===== src/rtl/seq_divider.sv =====
// Unsigned radix-2 restoring divider: one quotient bit per clock, valid/ready on both sides.
// A zero divisor skips the iteration and reports all-ones quotient with the dividend as remainder.
module seq_divider #(
   parameter int WIDTH = 8
) (
   input  logic             clk,
   input  logic             rst,
   input  logic             in_valid,
   output logic             in_ready,
   input  logic [WIDTH-1:0] dividend,
   input  logic [WIDTH-1:0] divisor,
   output logic             out_valid,
   input  logic             out_ready,
   output logic [WIDTH-1:0] quotient,
   output logic [WIDTH-1:0] remainder,
   output logic             div_by_zero
);

   localparam int CW = (WIDTH > 2) ? $clog2(WIDTH) : 1;

   typedef enum logic [1:0] {IDLE, CALC, DONE} state_t;

   state_t           state_q, state_d;
   logic [WIDTH:0]   rem_q, rem_d;        // partial remainder, one spare bit
   logic [WIDTH-1:0] quo_q, quo_d;        // shifts dividend out, quotient in
   logic [WIDTH-1:0] dsr_q, dsr_d;
   logic [CW-1:0]    cnt_q, cnt_d;
   logic [WIDTH-1:0] quotient_q, quotient_d;
   logic [WIDTH-1:0] remainder_q, remainder_d;
   logic             dbz_q, dbz_d;

   logic [WIDTH:0]   rem_shift;
   logic             trial_ge;
   logic [WIDTH:0]   rem_next;
   logic [WIDTH-1:0] quo_next;

   assign rem_shift = {rem_q[WIDTH-1:0], quo_q[WIDTH-1]};
   assign trial_ge  = (rem_shift >= {1'b0, dsr_q});
   assign rem_next  = trial_ge ? (rem_shift - {1'b0, dsr_q}) : rem_shift;
   assign quo_next  = {quo_q[WIDTH-2:0], trial_ge};

   always_comb begin
      // NOTE: every _d defaults to its _q first, so no path through the case can infer a latch.
      state_d     = state_q;
      rem_d       = rem_q;
      quo_d       = quo_q;
      dsr_d       = dsr_q;
      cnt_d       = cnt_q;
      quotient_d  = quotient_q;
      remainder_d = remainder_q;
      dbz_d       = dbz_q;

      case (state_q)
         IDLE: begin
            if (in_valid) begin
               rem_d = '0;
               quo_d = dividend;
               dsr_d = divisor;
               if (divisor == '0) begin
                  state_d     = DONE;
                  quotient_d  = '1;
                  remainder_d = dividend;
                  dbz_d       = 1'b1;
               end else begin
                  state_d = CALC;
                  cnt_d   = CW'(WIDTH - 1);
               end
            end
         end
         CALC: begin
            rem_d = rem_next;
            quo_d = quo_next;
            cnt_d = cnt_q - 1'b1;
            if (cnt_q == '0) begin
               state_d     = DONE;
               quotient_d  = quo_next;
               remainder_d = rem_next[WIDTH-1:0];
               dbz_d       = 1'b0;
            end
         end
         DONE: begin
            if (out_ready) state_d = IDLE;
         end
         default: state_d = IDLE;
      endcase
   end

   // NOTE: reset is asynchronous, so an abort mid-CALC clears the outputs without waiting for clk.
   always_ff @(posedge clk or posedge rst) begin
      if (rst) begin
         state_q     <= IDLE;
         rem_q       <= '0;
         quo_q       <= '0;
         dsr_q       <= '0;
         cnt_q       <= '0;
         quotient_q  <= '0;
         remainder_q <= '0;
         dbz_q       <= 1'b0;
      end else begin
         state_q     <= state_d;
         rem_q       <= rem_d;
         quo_q       <= quo_d;
         dsr_q       <= dsr_d;
         cnt_q       <= cnt_d;
         quotient_q  <= quotient_d;
         remainder_q <= remainder_d;
         dbz_q       <= dbz_d;
      end
   end

   assign in_ready    = (state_q == IDLE);
   assign out_valid   = (state_q == DONE);
   assign quotient    = quotient_q;
   assign remainder   = remainder_q;
   assign div_by_zero = dbz_q;

endmodule


===== config.mk =====
export PLATFORM = sky130hd
export DESIGN_NAME = seq_divider
export DESIGN_NICKNAME = d
export VERILOG_FILES = /design/src/rtl/seq_divider.sv
export SDC_FILE = /design/constraint.sdc
export NUM_CORES = 1
export LEC_CHECK = 0
export ABC_AREA = 1
export BUFFER_PORTS_ARGS = -buffer_cell sky130_fd_sc_hd__clkbuf_2
export CORE_MARGIN = 2
export CORE_UTILIZATION = 55
export DETAILED_ROUTE_END_ITERATION = 10
export GPL_ROUTABILITY_DRIVEN = 0
export GPL_TIMING_DRIVEN = 1
export PLACE_DENSITY = 0.77
export SYNTH_ARGS = -nofsm -noshare
export SYNTH_HDL_FRONTEND = slang
export SYNTH_SLANG_ARGS = --single-unit

===== constraint.sdc =====
create_clock -name clk -period 2.35 [get_ports clk]
set_input_delay 0.235 -clock clk [delete_from_list [all_inputs] [get_ports clk]]
set_output_delay 0.235 -clock clk [all_outputs]
set_load 0.01 [all_outputs]

* Yosys cells after proc, flatten, opt, wreduce, memory -nomap -nowiden
Index checks and enable logic that the tools add are counted.
** Storage, ports and cells
- Bits in registers :: 46
- Output and inout port bits :: 19
- Input bits :: 20
- Word-level logic and storage cells :: 52
** Cells by class
- Magnitude comparators :: 1
- Equality and inequality tests :: 7
- Muxes and demuxes :: 25
- Add/sub/neg operators :: 2
- Reduce and logical (&&, ||, !) cells :: 9
** Operators with widths (count)
- $mux 8 :: 9
- $pmux 8 s2 :: 4
- $ge 9x8->1 :: 1
- $logic_not 8->1 :: 1
- $mux 2 :: 4
- $sub 8x8->8 :: 1
- $mux 3 :: 2
- $ne 2x2->1 const B :: 3
- $pmux 2 s3 :: 1
- $pmux 3 s2 :: 1
- $reduce_and 3->1 :: 2
- $ne 2x1->1 const B :: 2
- $reduce_and 2->1 :: 2
- $reduce_and 4->1 :: 1
- $logic_not 3->1 :: 1
- $mux 1 :: 3
- $sub 3x1->3 const B :: 1
- $eq 2x1->1 const B :: 1
- $eq 2x2->1 const B :: 1
- $logic_not 2->1 :: 1
- $pmux 1 s2 :: 1
- $reduce_bool 2->1 :: 1

* Logic depth before layout (Yosys ltp)
Gate-level depths: netlist (run 1).
- Word-level depth :: 4
- Gate-level depth with buffers :: 13
- Mapped depth without buffers :: 13

* Worst setup path after synthesis (run 1)
OpenSTA, ideal clock, no wires.
- Kind :: register to register
- Start :: register rem_q[3]
- End :: register remainder_q[1], in the netlist remainder[1]
- Library setup time :: 113 ps
- Setup slack :: 639 ps
- Data required time :: 2237 ps
- Cell stages (with the launch flop) :: 12
- Arrival :: 1598 ps
- Clock period less this slack :: 1711 ps
- Buffers on the path :: 0
- Cells stage by stage :: dfrtp_1 > ha_1 > nand2_1 > inv_1 > nand2_1 > nand2_1 > nand2_1 > nand4_1 > nand3_1 > nand3_1 > nand2_1 > inv_1
** On the way
- Word-level cells in the longest chain between the ends :: 4
** Ends and longest elaborated chain
- start: declaration :: RTL line 24 : logic [WIDTH:0] rem_q, rem_d;
- start signal: assignment :: RTL line 101 : rem_q <= rem_d;
- $ge 9x8->1 :: RTL line 38 : assign trial_ge = (rem_shift >= {1'b0, dsr_q});
- $mux 8 :: RTL line 39 : assign rem_next = trial_ge ? (rem_shift - {1'b0, dsr_q}) : rem_shift;
- $mux 8 :: RTL line 74 : if (cnt_q == '0) begin
- $pmux 8 s2 :: RTL line 53 : case (state_q)
- end signal: assignment :: RTL line 106 : remainder_q <= remainder_d;
- end: declaration :: RTL line 29 : logic [WIDTH-1:0] remainder_q, remainder_d;
Every way passes these cells. The select of a mux whose other input is x is not followed.
A chain may end at the register's enable or synchronous reset.

* Final worst setup path (run 1)
- Start :: register rem_q[1]
- End :: register remainder_q[3], in the netlist remainder[3]
** On the way
- Word-level cells in the longest chain between the ends :: 4
- Elaborated cells between the ends (all ways) :: 5
- Those cells by class :: add/sub: 1; order compare: 1; mux: 3
** Ends and longest elaborated chain (RTL line)
- $sub 8x8->8 or $ge 9x8->1 (tied branches) :: 39, 38
- $mux 8 (*) :: 39
- $mux 8 (*) :: 74
- $pmux 8 s2 (*) :: 53
Every way passes the cells marked *; elsewhere a longest branch is shown, timed or not. The select of a mux whose other input is x is not followed.

==> results.py, run 1 <==
metrics = {
    "timing": {
        "fin_crit_ns": 2.08,
        "hold_viol_final": 0,
        "fin_crit_sh_pct": 88.3,
        "relSlewSlack_pct": 55.4,
        "max_freq_mhz": 482,
        "drv_slew": 0,
        "fin_skew_ns": 0.00569,
        "finalSetupViolCount": 0,
        "tightest_slew_ns": 0.668,
        "tns_ns": 0,
        "rsz0062_at_grt": "no",
    },
    "grt": {
        "antenna_found_initial": 0,
        "grt_max_degree": 26,
        "globalRouteOverflowTotal": 0,
        "grt_pass1_wl_mm": 10.2,
        "grt_usage_pct": 24.7,
        "first_global_vias": 2202,
    },
    "route": {
        "via_per_inst": 5.28,
        "vias": 2308,
        "drtIter0Drc": 191,
        "drc_errors": 0,
        "wl_per_cell_um": 13.4,
        "drtPass1Iterations": 4,
        "drtAntennaViolNets": 0,
        "totalWireLength_mm": 5.87,
    },
    "place": {
        "placed_cell_area_um2": 2880,
        "port_buffers": 38,
        "place_hpwl_mm": 4.46,
    },
    "clocking": {
        "cts.path.max_buffers": 2,
        "root_buffer": "clkbuf_8",
        "worstSkewPairLatency_ns": 0.30,
        "htreeDepth": 2,
        "clkSinkCount": 46,
        "cts_tree": "yes",
        "numCtsBuffers": 5,
        "post_cts_buffers": 0,
        "cts.clk_slew.worst_paths_ns": 0.09,
    },
    "floorplanning": {
        "die_area_um2": 5370,
        "fp.coreArea_um2": 4690,
        "fp-row-count": 25,
        "die_w_um": 73.3,
        "die_h_um": 73.3,
        "initial_utilization_pct": 56.3,
        "io_pins": 39,
    },
    "critical_path": {
        "worst_ep_required_time_ns": 2.55,
        "worstPathMaxFanout": 10,
        "arrival_ns": 2.28,
        "path_delay_family": "simple AND/OR/NAND/NOR gates",
        "critPathKind": "reg2reg",
        "crit_path_max_incr_delay_ns": 0.43,
        "cpMostUsedCell": "nand2_1",
        "critPathCaptureType": "register",
        "cpMaxStageDelayCell": "dfrtp_1",
        "worstPathCellList": "ha_1, nand2_1, nand2_1, nand2_1, nand2_1, nand2_1, nand4_1, nand3_1, nand3_1, nand2_1, inv_1",
        "startpoint_type": "register",
        "path_buf_inv": 1,
    },
    "finish": {
        "num_antenna_cells": 0,
        "layout-drive-gt1-share_pct": 18.8,
        "final_cell_area_um2": 3000,
        "nets": 413,
        "area_growth_pct": 13.7,
        "fillers": 406,
    },
    "synth": {
        "synth.avg_cell_area_um2": 7.79,
        "synthTopCellsByArea": "dfrtp_1 44%, nand2_1 12%, inv_1 7.5%, nand3_1 6.1%, ha_1 4.7%",
        "ys_warn_count": 0,
        "ys_seq_area_share_pct": 43.6,
        "synth_nets": 370,
        "yosys.cell_count.top_type": "nand2_1",
        "yosys.cell_types.count": 30,
        "netlist_top_cells_count": "81 x nand2_1, 53 x inv_1, 46 x dfrtp_1, 32 x nand3_1, 25 x o21ai_0",
        "syn_inst": 339,
        "synth_edf_count": 0,
        "yosysTopAreaCellShare_pct": 43.6,
        "synth_top_flop_cell": "dfrtp_1",
        "ys_ff_latch": 46,
        "ys_async_sr_fraction_pct": 100,
        "yosysTopAreaCell": "dfrtp_1",
        "syn_area_um2": 2640,
    },
    "hold_path": {
        "hold_class": "in2reg",
    },
    "power_and_ir_drop": {
        "ir_worst_vdd_mv": 0.934,
        "power.density_nw_per_um2": 1620,
        "leakagePower_nw": 1.59,
    },
    "job": {
        "maxCapViolations": 0,
    },
    "status": {
        "status": "finished, final reports clean",
    },
}
## path summary, 6_finish.rpt
kind                                 startpoint                        to  slack (ns)  cells after the start
max in group asynchronous                   rst  remainder[7]$_DFFE_PP0P_        1.38                      4
setup / recovery           rem_q[1]$_DFFE_PP0P_  remainder[3]$_DFFE_PP0P_        0.27                     11
setup reg to reg           rem_q[1]$_DFFE_PP0P_  remainder[3]$_DFFE_PP0P_        0.27                     11
hold reg to reg            quo_q[0]$_DFFE_PP0P_      quo_q[0]$_DFFE_PP0P_        0.49                      2
min in group asynchronous                   rst    state_q[0]$_DFFE_PP0P_        0.41                      3
hold / removal                        out_ready    state_q[1]$_DFFE_PP0P_        0.13                      2
## flip-flops by register name, summed over array words and instances, names as in the netlist
signal and cells:
cnt_q 3, div_by_zero 1, quotient 8, state_q 2, rem_q 8, remainder 8
dsr_q 8, quo_q 8
## cell usage in the layout, fill, tap and decap left out, types with 7 or more instances in the layout
cell type / instances
nor2_1: 23
nand2_1: 81
buf_4: 7
a31oi_1: 7
nand4_1: 11
clkbuf_2: 38
a21oi_1: 7
dfrtp_1: 46
nand3_1: 32
inv_1: 52
ha_1: 10
o21ai_0: 25
## power breakdown
group	leakage [nW]	internal [W]	switching, W
combinational	0.990	0.00105	0.00186
clock	0.0514	0.000317	0.000266
sequential	0.544	0.00117	0.000194
## what timing repair did
action	CTS	global route
endpoints found under the hold margin	12	0
resized for setup	0	0
hold buffers	1	0
## worst reg2reg max path: stages (launching register included)
cell     delay [ns]
dfrtp_1        0.43
ha_1           0.38
nand2_1        0.09
nand2_1        0.05
nand2_1        0.10
nand2_1        0.07
nand2_1        0.06
nand4_1        0.34
nand3_1        0.25
nand3_1        0.10
nand2_1        0.06
inv_1          0.03
## area by class of cell
type / instances / area, µm² / area share [%]
Clock buffer: 6 / 72.6 / 2.42
Clock inverter: 2 / 37.5 / 1.25
Inverter: 56 / 213 / 7.08
Multi-Input combinational cell: 227 / 1210 / 40.3
Sequential cell: 46 / 1150 / 38.3
Tap cell: 54 / 67.6 / 2.25
Timing Repair Buffer: 46 / 253 / 8.42
## through the flow
step / utilization, % / hold WS, ns / cells / worst slack, ns / total power, W
after floorplan: - / 0.321 / 339 / 0.639 / 0.00356
after CTS: 64.0 / 0.117 / 437 / 0.308 / 0.00485
after global routing: 64.0 / 0.126 / 437 / 0.0290 / 0.00537
final: 64.0 / 0.127 / 437 / 0.274 / 0.00486
after detailed placement: 61.4 / 0.178 / 428 / 0.327 / 0.00425
after global placement: 61.4 / 0.179 / 428 / 0.310 / 0.00418
## cell families (layout without fill, tap and decap cells)
family,count (synthesis),count (layout),synth area share [%]
AO/OA/AOI/OAI,51,51,11.4
buffers and inverters,66,110,10.7
AND/OR/NAND/NOR,162,162,27.9
adder cells (fa/ha/maj),11,11,5.50
flip-flops,46,46,43.6
XOR/XNOR,3,3,0.995
## layer usage
metal | vias to the layer above | track usage [%] | wire length, µm
li1 | 1172 | - | -
met4 | 0 | 7.68 | 74
met5 | - | 0 | 0
met2 | 60 | 39.7 | 2780
met3 | 9 | 5.90 | 299
met1 | 1067 | 33.4 | 2710
Note: power is estimated with default switching activity, not from simulation.
==> inputs of run 2 (changes only) <==
--- a/config.mk
+++ b/config.mk
@@ -7,12 +7,13 @@
 export LEC_CHECK = 0
 export ABC_AREA = 1
 export BUFFER_PORTS_ARGS = -buffer_cell sky130_fd_sc_hd__clkbuf_2
+export CAP_MARGIN = 30
 export CORE_MARGIN = 2
 export CORE_UTILIZATION = 55
 export DETAILED_ROUTE_END_ITERATION = 10
 export GPL_ROUTABILITY_DRIVEN = 0
 export GPL_TIMING_DRIVEN = 1
-export PLACE_DENSITY = 0.77
+export PLACE_DENSITY = 0.76
 export SYNTH_ARGS = -nofsm -noshare
 export SYNTH_HDL_FRONTEND = slang
 export SYNTH_SLANG_ARGS = --single-unit
==> run 2 against run 1 <==
Clock skew fell by 0.0018 ns; final cell count fell by 0.46%; fmax fell by 0.60%; via count barely moved; first-iteration DRC count fell by 24%; hold slack got worse by 0.081 ns; sequential share of layout area rose by 0.22 points; core utilization fell by 0.37 points; critical path type unchanged.
==> results.py, run 2 (synthesized netlist as in run 1, its figures left out) <==
metrics = {
    "clocking": {
        "cts.repair.resized": 0,
        "root_buffer": "clkbuf_8",
        "htreeDepth": 2,
        "post_cts_buffers": 0,
        "cts.clk_slew.worst_paths_ns": 0.09,
        "clkSinkCount": 46,
        "cts.path.max_buffers": 2,
        "worstSkewPairLatency_ns": 0.30,
        "ctsHoldBuffers": 0,
        "numCtsBuffers": 5,
        "cts_tree": "yes",
    },
    "critical_path": {
        "worstPathMaxFanout": 10,
        "ff2ff_setup_slack_ns": 0.26,
        "reg2reg_from": "rem_q[3]$_DFFE_PP0P_",
        "worst_ep_required_time_ns": 2.56,
        "critPathKind": "reg2reg",
        "r2r_cells": 11,
        "arrival_ns": 2.30,
        "startpoint_type": "register",
        "worst_r2r_endpoint": "remainder[2]$_DFFE_PP0P_",
        "critPathCaptureType": "register",
    },
    "timing": {
        "fin_crit_ns": 2.09,
        "fin_crit_sh_pct": 88.9,
        "setup_ws_ns": 0.262,
        "rsz0062_at_grt": "no",
        "relSlewSlack_pct": 54.1,
        "hold_viol_final": 0,
        "finalSetupViolCount": 0,
        "max_freq_mhz": 479,
        "drv_slew": 0,
        "tightest_slew_ns": 0.689,
        "fin_skew_ns": 0.00393,
        "tns_ns": 0,
    },
    "finish": {
        "area_growth_pct": 13.0,
        "layout-drive-gt1-share_pct": 18.6,
        "nets": 411,
        "stdcell_count": 435,
        "final_common_cell": "nand2_1",
        "final_cell_mix": "81 x nand2_1, 52 x inv_1, 46 x dfrtp_1, 38 x clkbuf_2, 32 x nand3_1",
        "num_antenna_cells": 0,
        "final_cell_area_um2": 2990,
    },
    "route": {
        "drc_errors": 0,
        "vias": 2306,
        "drtIter0Drc": 146,
        "totalWireLength_mm": 5.93,
        "via_per_inst": 5.30,
        "drtPass1Iterations": 4,
        "drtAntennaViolNets": 0,
        "wl_per_cell_um": 13.6,
    },
    "place": {
        "port_buffers": 38,
        "place_hpwl_mm": 4.41,
        "placed_cells": 427,
        "placed_cell_area_um2": 2880,
        "pre_cts_slack_ns": 0.314,
    },
    "floorplanning": {
        "die_area_um2": 5370,
        "io_pins": 39,
        "initial_utilization_pct": 56.3,
        "die_h_um": 73.3,
        "die_w_um": 73.3,
        "fp.coreArea_um2": 4690,
        "fp-row-count": 25,
    },
    "hold_path": {
        "hold_class": "in2async",
    },
    "power_and_ir_drop": {
        "ir_worst_vdd_mv": 0.938,
        "leakagePower_nw": 1.58,
        "power.density_nw_per_um2": 1630,
    },
    "grt": {
        "antenna_found_initial": 0,
        "first_global_vias": 2155,
        "grt_max_degree": 47,
        "globalRouteOverflowTotal": 0,
        "grt_usage_pct": 24.2,
        "grt_pass1_wl_mm": 9.85,
    },
    "job": {
        "maxCapViolations": 0,
    },
    "status": {
        "status": "finished, final reports clean",
    },
}
[run 2: cell types whose count changed in the layout (fill, tap and decap cells not counted)]
cell,delta
buf_4,-1
dlygate4sd3_1,-1
[run 2: power breakdown]
group,switching (W),leakage (nW),total (W),internal (W)
combinational,0.00186,0.980,0.00291,0.00105
sequential,0.000191,0.544,0.00136,0.00117
clock,0.000275,0.0514,0.000593,0.000317
[run 2: cell type report]
class | count | area, µm²
clock buffer | 6 | 72.6
clock inverter | 2 | 37.5
fill | 418 | 1710
inverter | 56 | 213
multi-input combinational | 227 | 1210
sequential | 46 | 1150
tap | 54 | 67.6
timing repair buffer | 44 | 235
[run 2: worst max-delay path by stage]
| stage | startpoint | to | cells past startpoint |
|---|---|---|---|
| CTS | rem_q[3]$_DFFE_PP0P_ | remainder[1]$_DFFE_PP0P_ | 11 |
| detailed placement | rem_q[3]$_DFFE_PP0P_ | remainder[2]$_DFFE_PP0P_ | 11 |
| global route | rem_q[3]$_DFFE_PP0P_ | remainder[5]$_DFFE_PP0P_ | 11 |
| global placement | rem_q[3]$_DFFE_PP0P_ | remainder[1]$_DFFE_PP0P_ | 11 |
| floorplan | rem_q[3]$_DFFE_PP0P_ | remainder[1]$_DFFE_PP0P_ | 11 |
| finish | rem_q[3]$_DFFE_PP0P_ | remainder[2]$_DFFE_PP0P_ | 11 |
[run 2: stage by stage]
stage,hold slack [ns],util [%],total power (W)
after floorplan,0.321,-,0.00356
after global routing,0.120,63.6,0.00533
after global placement,0.394,61.3,0.00418
after detailed placement,0.399,61.3,0.00425
final,0.0469,63.6,0.00487
after CTS,0.0704,63.6,0.00485
[run 2: worst max-delay path, stage by stage, from the launching register on]
cell	delay (ns)
dfrtp_1	0.42
ha_1	0.37
nand2_1	0.13
inv_1	0.05
nand2_1	0.11
nand2_1	0.06
nand2_1	0.05
nand4_1	0.34
nand3_1	0.23
nand3_1	0.12
nand2_1	0.07
inv_1	0.03
[run 2: layer usage]
layer | global-route usage (%) | up-vias | part of all wire [%]
met5 | 0 | - | 0
met4 | 8.69 | 0 | 1.7
met3 | 5.62 | 7 | 5.0
met2 | 38.2 | 68 | 48
met1 | 32.6 | 1058 | 45
li1 | - | 1173 | -
==> inputs of run 3 (changes only) <==
--- a/config.mk
+++ b/config.mk
@@ -9,11 +9,12 @@
 export BUFFER_PORTS_ARGS = -buffer_cell sky130_fd_sc_hd__clkbuf_2
 export CAP_MARGIN = 30
 export CORE_MARGIN = 2
-export CORE_UTILIZATION = 55
+export CORE_UTILIZATION = 30
 export DETAILED_ROUTE_END_ITERATION = 10
 export GPL_ROUTABILITY_DRIVEN = 0
 export GPL_TIMING_DRIVEN = 1
-export PLACE_DENSITY = 0.76
+export HOLD_SLACK_MARGIN = 0.15
+export PLACE_DENSITY = 0.46
 export SYNTH_ARGS = -nofsm -noshare
 export SYNTH_HDL_FRONTEND = slang
 export SYNTH_SLANG_ARGS = --single-unit
==> run 3 against run 2 <==
Global-route usage fell by 9.8 points; core utilization fell by 28 points; routed wire length rose by 11%; cell area rose by 3.9%; critical path depth fell by 1.
==> results.py, run 3 (synthesized netlist as in run 1, its figures left out) <==
metrics = {
    "status": {
        "status": "finished, final reports clean",
    },
    "floorplanning": {
        "fp-row-count": 34,
        "io_pins": 39,
        "die_area_um2": 9570,
        "die_h_um": 97.8,
        "die_w_um": 97.8,
        "fp.coreArea_um2": 8640,
        "initial_utilization_pct": 30.6,
    },
    "timing": {
        "tightest_slew_ns": 0.446,
        "fin_skew_ns": 0.00371,
        "relSlewSlack_pct": 70.2,
        "max_freq_mhz": 497,
        "rsz0062_at_grt": "no",
        "finalSetupViolCount": 0,
        "hold_viol_final": 0,
        "fin_crit_sh_pct": 85.7,
        "drv_slew": 0,
        "tns_ns": 0,
        "fin_crit_ns": 2.01,
        "setup_ws_ns": 0.336,
    },
    "critical_path": {
        "startpoint_type": "register",
        "worst_ep_required_time_ns": 2.56,
        "reg2reg_from": "rem_q[2]$_DFFE_PP0P_",
        "arrival_ns": 2.23,
        "ff2ff_setup_slack_ns": 0.34,
        "worst_r2r_endpoint": "remainder[3]$_DFFE_PP0P_",
        "critPathKind": "reg2reg",
        "r2r_cells": 10,
        "worstPathMaxFanout": 8,
        "critPathCaptureType": "register",
    },
    "clocking": {
        "root_buffer": "clkbuf_8",
        "cts.path.max_buffers": 2,
        "htreeDepth": 2,
        "clkSinkCount": 46,
        "cts_tree": "yes",
        "cts.clk_slew.worst_paths_ns": 0.09,
        "numCtsBuffers": 5,
        "worstSkewPairLatency_ns": 0.31,
    },
    "grt": {
        "first_global_vias": 2277,
        "globalRouteOverflowTotal": 0,
        "antenna_found_initial": 0,
        "grt_usage_pct": 14.4,
        "grt_pass1_wl_mm": 11.1,
        "grt_max_degree": 28,
    },
    "finish": {
        "area_growth_pct": 17.4,
        "final_cell_mix": "81 x nand2_1, 52 x inv_1, 46 x dfrtp_1, 38 x clkbuf_2, 32 x nand3_1",
        "post-route-util_pct": 35.9,
        "nets": 417,
        "num_antenna_cells": 0,
        "layout-drive-gt1-share_pct": 19.4,
        "final_cell_area_um2": 3100,
        "final_common_cell": "nand2_1",
    },
    "route": {
        "drtIter0Drc": 110,
        "totalWireLength_mm": 6.58,
        "drtAntennaViolNets": 0,
        "wl_per_cell_um": 13.3,
        "via_per_inst": 4.65,
        "vias": 2300,
        "drc_errors": 0,
        "drtPass1Iterations": 4,
    },
    "hold_path": {
        "min_to": "dsr_q[2]$_DFFE_PP0P_",
        "hold_start": "divisor[2]",
        "holdPathStages": 3,
        "hold_class": "in2reg",
    },
    "job": {
        "maxCapViolations": 0,
    },
    "place": {
        "port_buffers": 38,
        "place_hpwl_mm": 4.98,
        "placed_cell_area_um2": 2970,
        "pre_cts_slack_ns": 0.354,
    },
    "power_and_ir_drop": {
        "power.density_nw_per_um2": 1570,
        "ir_worst_vdd_mv": 0.454,
        "leakagePower_nw": 1.61,
    },
}
[run 3: changes by cell type in the layout (fill, tap and decap cells not counted)]
| cell | delta |
|---|---|
| clkbuf_8 | +2 |
| clkinv_4 | +1 |
| buf_4 | +3 |
| bufinv_16 | -1 |
| clkbuf_1 | -1 |
| clkinvlp_4 | -1 |
| dlygate4sd3_1 | +3 |
[run 3: what timing repair did]
| item | in CTS | in global routing |
|---|---|---|
| hold buffers | 3 | 0 |
| hold endpoints to repair | 21 | 0 |
| gates resized for setup | 0 | 0 |
| setup buffers | 0 | 0 |
[run 3: cell type report]
cell class	count	area, µm²
fill	941	5540
multi-input combinational	227	1210
sequential	46	1150
timing repair buffer	50	288
inverter	56	213
tap	108	135
clock buffer	7	96.3
clock inverter	1	8.76
[run 3: how the worst max path moves through the flow]
stage | end | depth (start not counted) | slack (ns) | start
2_1_floorplan | remainder[1]$_DFFE_PP0P_ | 11 | 0.64 | rem_q[3]$_DFFE_PP0P_
3_3_place_gp | remainder[3]$_DFFE_PP0P_ | 10 | 0.45 | rem_q[3]$_DFFE_PP0P_
3_5_place_dp | remainder[3]$_DFFE_PP0P_ | 10 | 0.35 | rem_q[3]$_DFFE_PP0P_
4_1_cts | remainder[6]$_DFFE_PP0P_ | 11 | 0.33 | divisor[7]
5_1_grt | remainder[3]$_DFFE_PP0P_ | 10 | 0.09 | rem_q[3]$_DFFE_PP0P_
6_report | remainder[3]$_DFFE_PP0P_ | 10 | 0.34 | rem_q[2]$_DFFE_PP0P_
[run 3: layer usage]
layer | wire length, µm | part of all wire (%) | track usage (%)
met1 | 3210 | 49 | 20.0
met2 | 2970 | 45 | 22.9
met3 | 308 | 4.7 | 3.01
met4 | 90 | 1.4 | 3.63
met5 | 0 | 0 | 0
[run 3: critical path: stages, from the launching register on]
cell and delay (ns):
dfrtp_1 0.42, ha_1 0.36, nand2_1 0.10, nor2_1 0.16, nand2_1 0.10, nand3_1 0.10
nand3_1 0.27, nand4_1 0.21, nand3_1 0.10, nand2_1 0.07, inv_1 0.03
[run 3: power by group]
part           total [W]  switching (W)  internal, W
Sequential       0.00136       0.000193      0.00117
Combinational    0.00295        0.00186      0.00109
Clock           0.000571       0.000301     0.000270
[run 3: stage by stage]
stage	hold slack, ns	std cells	power (W)
after global placement	0.259	484	0.00435
after CTS	0.152	495	0.00496
after floorplan	0.321	339	0.00356
after detailed placement	0.256	484	0.00437
after global routing	0.167	495	0.00541
final	0.148	495	0.00488
